File: config.mk
export PLATFORM = sky130hd
export DESIGN_NAME = spi_sample_tx_flat
export DESIGN_NICKNAME = d
export VERILOG_FILES = /design/src/rtl/spi_sample_tx_if.sv /design/src/rtl/spi_sample_tx.sv /design/src/flat_wrapper.sv
export SDC_FILE = /design/constraint.sdc
export NUM_CORES = 1
export LEC_CHECK = 0
export CELL_PAD_IN_SITES_DETAIL_PLACEMENT = 1
export CELL_PAD_IN_SITES_GLOBAL_PLACEMENT = 2
export CORE_MARGIN = 2
export CORE_UTILIZATION = 42
export CTS_BUF_LIST = sky130_fd_sc_hd__clkbuf_4
export CTS_CLUSTER_SIZE = 14
export DETAILED_ROUTE_END_ITERATION = 7
export PLACE_DENSITY_LB_ADDON = 0.05
export SYNTH_ARGS = -nofsm -noshare
export SYNTH_HDL_FRONTEND = slang
export SYNTH_SLANG_ARGS = --single-unit
File: constraint.sdc
create_clock -name clk -period 3.6 [get_ports clk]
set_input_delay 0.36 -clock clk [delete_from_list [all_inputs] [get_ports clk]]
set_output_delay 0.36 -clock clk [all_outputs]
set_load 0.02 [all_outputs]
File: src/rtl/spi_sample_tx_if.sv
// Bus bundle for spi_sample_tx: the sample push from the filter, the SPI pins
// and the status outputs.
//   done/filtered : one-cycle sample strobe and its data word
//   sck/ce        : SPI clock and active-low chip enable from the MCU
//   sdo           : SPI data back to the MCU (CIPO)
//   ready         : at least one sample is buffered
//   overflow      : sticky, a sample was dropped on a full FIFO
// slave is the responder side; master is the filter/MCU side.
interface spi_sample_tx_if #(
  parameter int WIDTH = 32
);
  logic             done;
  logic [WIDTH-1:0] filtered;
  logic             sck;
  logic             ce;
  logic             sdo;
  logic             ready;
  logic             overflow;

  modport master (
    output done, filtered, sck, ce,
    input  sdo, ready, overflow
  );

  modport slave (
    input  done, filtered, sck, ce,
    output sdo, ready, overflow
  );
endinterface

File: src/rtl/spi_sample_tx.sv
// SPI mode-0 responder that returns buffered filter samples to the MCU.
// Samples arrive on bus.done/bus.filtered into a DEPTH-word FIFO; each full
// SPI frame shifts the oldest word out MSB-first on bus.sdo and then pops it.
// Ports:
//   clk   : system clock (at least 8x the SCK rate)
//   reset : synchronous, active-high
//   bus   : spi_sample_tx_if.slave (done, filtered, sck, ce in;
//           sdo, ready, overflow out)
//
// state  | meaning
// IDLE   | no transfer; sdo held at 0, waiting for a ce falling edge
// SHIFT  | frame in progress; count sck rises, shift on sck falls
// HOLD   | all WIDTH bits sent; ignore sck until ce rises
module spi_sample_tx #(
  parameter int WIDTH = 32,
  parameter int DEPTH = 4
) (
  input  logic           clk,
  input  logic           reset,
  spi_sample_tx_if.slave bus
);

  localparam int PTR_W = $clog2(DEPTH);
  localparam int CNT_W = PTR_W + 1;
  localparam int BIT_W = $clog2(WIDTH + 1);

  localparam logic [1:0] ST_IDLE  = 2'd0;
  localparam logic [1:0] ST_SHIFT = 2'd1;
  localparam logic [1:0] ST_HOLD  = 2'd2;

  // [0],[1] synchronise; [2] is the previous synced value for edge detect.
  logic [2:0]       sck_sync_q, sck_sync_d;
  logic [2:0]       ce_sync_q,  ce_sync_d;
  logic [1:0]       state_q,    state_d;
  logic [BIT_W-1:0] bit_cnt_q,  bit_cnt_d;
  logic [WIDTH-1:0] shift_q,    shift_d;
  logic             empty_load_q, empty_load_d;
  logic [WIDTH-1:0] mem_q [DEPTH];
  logic [WIDTH-1:0] mem_d [DEPTH];
  logic [PTR_W-1:0] wr_ptr_q, wr_ptr_d;
  logic [PTR_W-1:0] rd_ptr_q, rd_ptr_d;
  logic [CNT_W-1:0] count_q,  count_d;
  logic             ready_q,  ready_d;
  logic             overflow_q, overflow_d;

  logic             sck_rise, sck_fall, ce_rise, ce_fall;
  logic [BIT_W-1:0] bit_cnt_inc;
  logic             pop, push, full;

  assign sck_rise    =  sck_sync_q[1] & ~sck_sync_q[2];
  assign sck_fall    = ~sck_sync_q[1] &  sck_sync_q[2];
  assign ce_rise     =  ce_sync_q[1]  & ~ce_sync_q[2];
  assign ce_fall     = ~ce_sync_q[1]  &  ce_sync_q[2];
  assign bit_cnt_inc = bit_cnt_q + BIT_W'(1);
  assign full        = (count_q == CNT_W'(DEPTH));

  // Transfer FSM
  always_comb begin
    state_d      = state_q;
    bit_cnt_d    = bit_cnt_q;
    shift_d      = shift_q;
    empty_load_d = empty_load_q;
    pop          = 1'b0;
    case (state_q)
      ST_IDLE: begin
        if (ce_fall) begin
          // Head is only peeked here; it is popped once the full frame is out.
          shift_d      = (count_q != '0) ? mem_q[rd_ptr_q] : '0;
          empty_load_d = (count_q == '0);
          bit_cnt_d    = '0;
          state_d      = ST_SHIFT;
        end
      end
      ST_SHIFT: begin
        if (ce_rise) begin
          state_d = ST_IDLE;
        end else if (sck_rise) begin
          bit_cnt_d = bit_cnt_inc;
          if (bit_cnt_inc == BIT_W'(WIDTH)) begin
            pop     = ~empty_load_q;
            state_d = ST_HOLD;
          end
        end else if (sck_fall) begin
          shift_d = {shift_q[WIDTH-2:0], 1'b0};
        end
      end
      ST_HOLD: begin
        if (ce_rise) state_d = ST_IDLE;
      end
      default: state_d = ST_IDLE;
    endcase
  end

  // FIFO; a push into a full FIFO is accepted when a pop frees a slot in the
  // same cycle.
  always_comb begin
    sck_sync_d = {sck_sync_q[1:0], bus.sck};
    ce_sync_d  = {ce_sync_q[1:0], bus.ce};
    mem_d      = mem_q;
    wr_ptr_d   = wr_ptr_q;
    rd_ptr_d   = rd_ptr_q;
    count_d    = count_q;
    push       = bus.done & (~full | pop);
    overflow_d = overflow_q | (bus.done & full & ~pop);
    ready_d    = (count_q != '0);
    if (push) begin
      mem_d[wr_ptr_q] = bus.filtered;
      wr_ptr_d        = wr_ptr_q + PTR_W'(1);
    end
    if (pop) rd_ptr_d = rd_ptr_q + PTR_W'(1);
    case ({push, pop})
      2'b10:   count_d = count_q + CNT_W'(1);
      2'b01:   count_d = count_q - CNT_W'(1);
      default: count_d = count_q;
    endcase
  end

  // Synchronisers reset low so that a reset with ce held low does not look
  // like a fresh ce falling edge; the interrupted frame is then ignored.
  always_ff @(posedge clk) begin
    if (reset) begin
      sck_sync_q   <= '0;
      ce_sync_q    <= '0;
      state_q      <= ST_IDLE;
      bit_cnt_q    <= '0;
      shift_q      <= '0;
      empty_load_q <= 1'b0;
      mem_q        <= '{default: '0};
      wr_ptr_q     <= '0;
      rd_ptr_q     <= '0;
      count_q      <= '0;
      ready_q      <= 1'b0;
      overflow_q   <= 1'b0;
    end else begin
      sck_sync_q   <= sck_sync_d;
      ce_sync_q    <= ce_sync_d;
      state_q      <= state_d;
      bit_cnt_q    <= bit_cnt_d;
      shift_q      <= shift_d;
      empty_load_q <= empty_load_d;
      mem_q        <= mem_d;
      wr_ptr_q     <= wr_ptr_d;
      rd_ptr_q     <= rd_ptr_d;
      count_q      <= count_d;
      ready_q      <= ready_d;
      overflow_q   <= overflow_d;
    end
  end

  assign bus.sdo      = (state_q != ST_IDLE) & shift_q[WIDTH-1];
  assign bus.ready    = ready_q;
  assign bus.overflow = overflow_q;

endmodule

File: src/flat_wrapper.sv
// flat-port wrapper written by rule: the top's interface ports become plain ports
module spi_sample_tx_flat 
#(
  parameter int WIDTH = 32,
  parameter int DEPTH = 4
)
  (clk, reset, bus_done, bus_filtered, bus_sck, bus_ce, bus_sdo, bus_ready, bus_overflow);
  spi_sample_tx_if #(.WIDTH(WIDTH)) bus_i ();
  input  logic clk;
  input  logic reset;
  input wire logic [$bits(bus_i.done)-1:0] bus_done;
  input wire logic [$bits(bus_i.filtered)-1:0] bus_filtered;
  input wire logic [$bits(bus_i.sck)-1:0] bus_sck;
  input wire logic [$bits(bus_i.ce)-1:0] bus_ce;
  output wire logic [$bits(bus_i.sdo)-1:0] bus_sdo;
  output wire logic [$bits(bus_i.ready)-1:0] bus_ready;
  output wire logic [$bits(bus_i.overflow)-1:0] bus_overflow;
  assign bus_i.done = bus_done;
  assign bus_i.filtered = bus_filtered;
  assign bus_i.sck = bus_sck;
  assign bus_i.ce = bus_ce;
  assign bus_sdo = bus_i.sdo;
  assign bus_ready = bus_i.ready;
  assign bus_overflow = bus_i.overflow;
  spi_sample_tx #(.WIDTH(WIDTH), .DEPTH(DEPTH)) u_core (.clk(clk), .reset(reset), .bus(bus_i));
endmodule
==> impl_metrics.tcl <==
set metrics [dict create \
    clock_power_share 0.290 \
    final.min_clock_period_ps 2960 \
    synth_cells 781 \
    reg2reg_setup_slack_ps 640 \
    dr.pass1.iters 4 \
    yosys_warnings 0 \
    cp_max_fo 6 \
    antenna_left 0 \
    die-width_um 146 \
    hold_path_startpoint "reset" \
    root_buffer "clkbuf_4" \
    postCtsSetupRepairBufs 0 \
    arrival_ps 3480 \
    hp-class "input pin to flip-flop" \
    via_per_inst 5.42 \
    drive_above_1_share 0.114 \
    areaGrowthSynthToFinish_pct 9.69 \
    layout_common_cells "dfxtp_1 (182), nand2b_1 (165), mux2i_1 (130), nor2_1 (49), clkdlybuf4s50_1 (38)" \
    vias 5798 \
    drt_iter0_drc 270 \
    synth_edf_count 0 \
    synthFlopType "dfxtp_1" \
    cts_tree "done" \
    power_frac_comb 0.118 \
    grt_max_degree 112 \
    clk_pin_slew_ps 160 \
    crit_path_end_kind "flip-flop" \
    place.gp.congestion 0.766 \
    dp.cells 1037 \
    worst_hold_path.endpoint "u_core.shift_q[23]" \
    vdd_ir_drop_max_uv 152 \
    cts_inserted_buffers 17 \
    r2r_end "u_core.count_q[2]" \
    rows 51 \
    cp-start-kind "flip-flop" \
    die_h_um 146 \
    dpl.hpwl_um 12600 \
    wirelength_um 20100 \
    intPower_mw 2.67 \
    rsz0062_at_grt "no" \
    cts_resized 0 \
    grt.total_usage 0.195 \
    power_density_nw_per_um2 396 \
    drv_slew 0 \
    instances_no_fill 1070 \
    tightest_slew_ps 1010 \
    syn_area_um2 8420 \
    cts_max_level 4 \
    fin_crit_sh 0.823 \
    wl_per_cell_um 18.8 \
    grt_pass1_vias 6240 \
    power_frac_seq 0.592 \
    grt_first_pass_wirelength_um 33000 \
    start_util 0.430 \
    swShare 0.271 \
    crit_buf_inv 2 \
    critical_path_required_ps 4120 \
    hold_path_depth 2 \
    tns_ps 0 \
    io_buffers 39 \
    ys_seq_area_frac 0.437 \
    max_freq_mhz 337 \
    cap_violations 0 \
    final_common_cell "dfxtp_1" \
    syn-mean-instance-area_um2 10.8 \
    clock_latency_ps 580 \
    synth_async_sr_flop_share 0 \
    slew-limit-headroom 0.325 \
    drc 0 \
    crit_slowest_cell "dfxtp_1" \
    cts_sinks 184 \
    path_cells "ha_1, nand2_1, o41ai_4, o211ai_4, inv_4, ha_1, inv_1, fa_1, xor2_1, or3_1, a21oi_1" \
    antenna_found_initial 1 \
    synth-seq-cells 184 \
    finalSetupViolCount 0 \
    coreArea_um2 19600 \
    worst_path_largest_cell_delay_ps 450 \
    r2r_start "u_core.bit_cnt_q[1]" \
    switching_power_uw 993 \
    nNetsFinal 836 \
    die_area_um2 21200 \
    critPathKind "flip-flop to flip-flop" \
    path_common_cell "ha_1" \
    cts_hold_buf 0 \
    critical-path-top-delay-family "adder cells" \
    grt_overflow_total 0 \
    skew_ps 23.0 \
    power_leakage_nw 3.57 \
    ff2ff_path_depth 11 \
    status "completed" \
    io_pins 40 \
    synth_fp_nets 826 \
    cts_buffer_depth 2 \
    ys_types 47 \
    final-hold-violation-count 0 \
]
-- Yosys cell counts (3+ instances only) --
cell	number	area, um2
a211oi_1	33	248
a21oi_1	7	35.0
a22oi_1	31	233
a31oi_1	3	18.8
and2_1	3	18.8
and3_1	4	25.0
buf_2	9	45.0
buf_4	4	30.0
buf_6	6	67.6
clkbuf_1	41	154
dfxtp_1	184	3680
ha_1	7	87.6
inv_1	8	30.0
mux2i_1	130	1300
mux4_2	32	721
nand2_1	5	18.8
nand2b_1	165	1030
nand3_1	6	30.0
nor2_1	51	191
nor2b_1	11	68.8
nor3_1	4	20.0
o211ai_4	3	63.8
o21ai_0	4	20.0
-- kinds of logic (layout without fill, tap and decap cells) --
group                    count (synthesis)  after routing  synth area share
AND/OR/NAND/NOR                        257            257             0.175
multiplexers                           163            163             0.241
adder cells (fa/ha/maj)                  8              8            0.0128
flip-flops                             184            184             0.437
other                                    0              1                 0
XOR/XNOR                                 3              3           0.00312
buffers and inverters                   70             93            0.0400
AO/OA/AOI/OAI                           96             96            0.0902
-- registers in the layout, summed over array words and instances, names as in the netlist, 2 cells and up --
| register | cells |
|---|---|
| u_core.mem_q | 128 |
| u_core.shift_q | 32 |
| u_core.bit_cnt_q | 6 |
| u_core.ce_sync_q | 3 |
| u_core.count_q | 3 |
| u_core.sck_sync_q | 3 |
| u_core.rd_ptr_q | 2 |
| u_core.state_q | 2 |
| u_core.wr_ptr_q | 2 |
-- power groups by stage --
stage	Clock [mW]	Sequential, mW	Combinational (mW)
2_1_floorplan	0	2.20	0.307
3_3_place_gp	0	2.20	0.421
3_5_place_dp	0	2.21	0.438
4_1_cts	1.10	2.17	0.439
5_1_grt	1.19	2.18	0.473
6_report	1.06	2.17	0.432
-- stage by stage --
stage          instance area, um2  utilization  hold WS, ps  worst slack [ps]  total power, mW
5_1_grt                      9240        0.472          251               405             3.84
2_1_floorplan                8420            -          414               897             2.50
3_5_place_dp                 8990        0.459          442               649             2.65
3_3_place_gp                 8990        0.459          436               754             2.62
6_report                     9240        0.472          254               636             3.66
4_1_cts                      9240        0.471          198               636             3.71
-- per-layer routing --
layer | track usage | wire [um]
met1 | 0.254 | 9310
met2 | 0.336 | 9940
met5 | 0 | 0
met3 | 0.0320 | 564
met4 | 0.0559 | 286
-- worst reg2reg max path, stage by stage (launching register included) --
cell and delay [ps]:
dfxtp_1 450, ha_1 310, nand2_1 130, o41ai_4 420, o211ai_4 190, inv_4 170
ha_1 200, inv_1 70, fa_1 370, xor2_1 160, or3_1 300, a21oi_1 150
-- cell type report --
type | instances | area (um2)
well taps | 265 | 332
diodes | 1 | 2.50
multi-input cells | 527 | 4430
inverters | 9 | 36.3
clock inverters | 14 | 109
fillers | 2180 | 10400
clock buffers | 18 | 135
repair buffers | 52 | 510
flip-flops and latches | 184 | 3690
-- worst max-delay path by stage --
stage / start / cells past startpoint / endpoint / slack, ps
6_report: u_core.bit_cnt_q[1] / 11 / u_core.count_q[2] / 640
5_1_grt: u_core.bit_cnt_q[0] / 12 / u_core.count_q[2] / 410
4_1_cts: u_core.bit_cnt_q[0] / 11 / u_core.count_q[2] / 640
2_1_floorplan: u_core.bit_cnt_q[0] / 11 / u_core.count_q[2] / 900
3_3_place_gp: u_core.bit_cnt_q[0] / 12 / u_core.count_q[2] / 750
3_5_place_dp: u_core.bit_cnt_q[0] / 11 / u_core.count_q[2] / 650
Power figures use the tool's default switching activity.
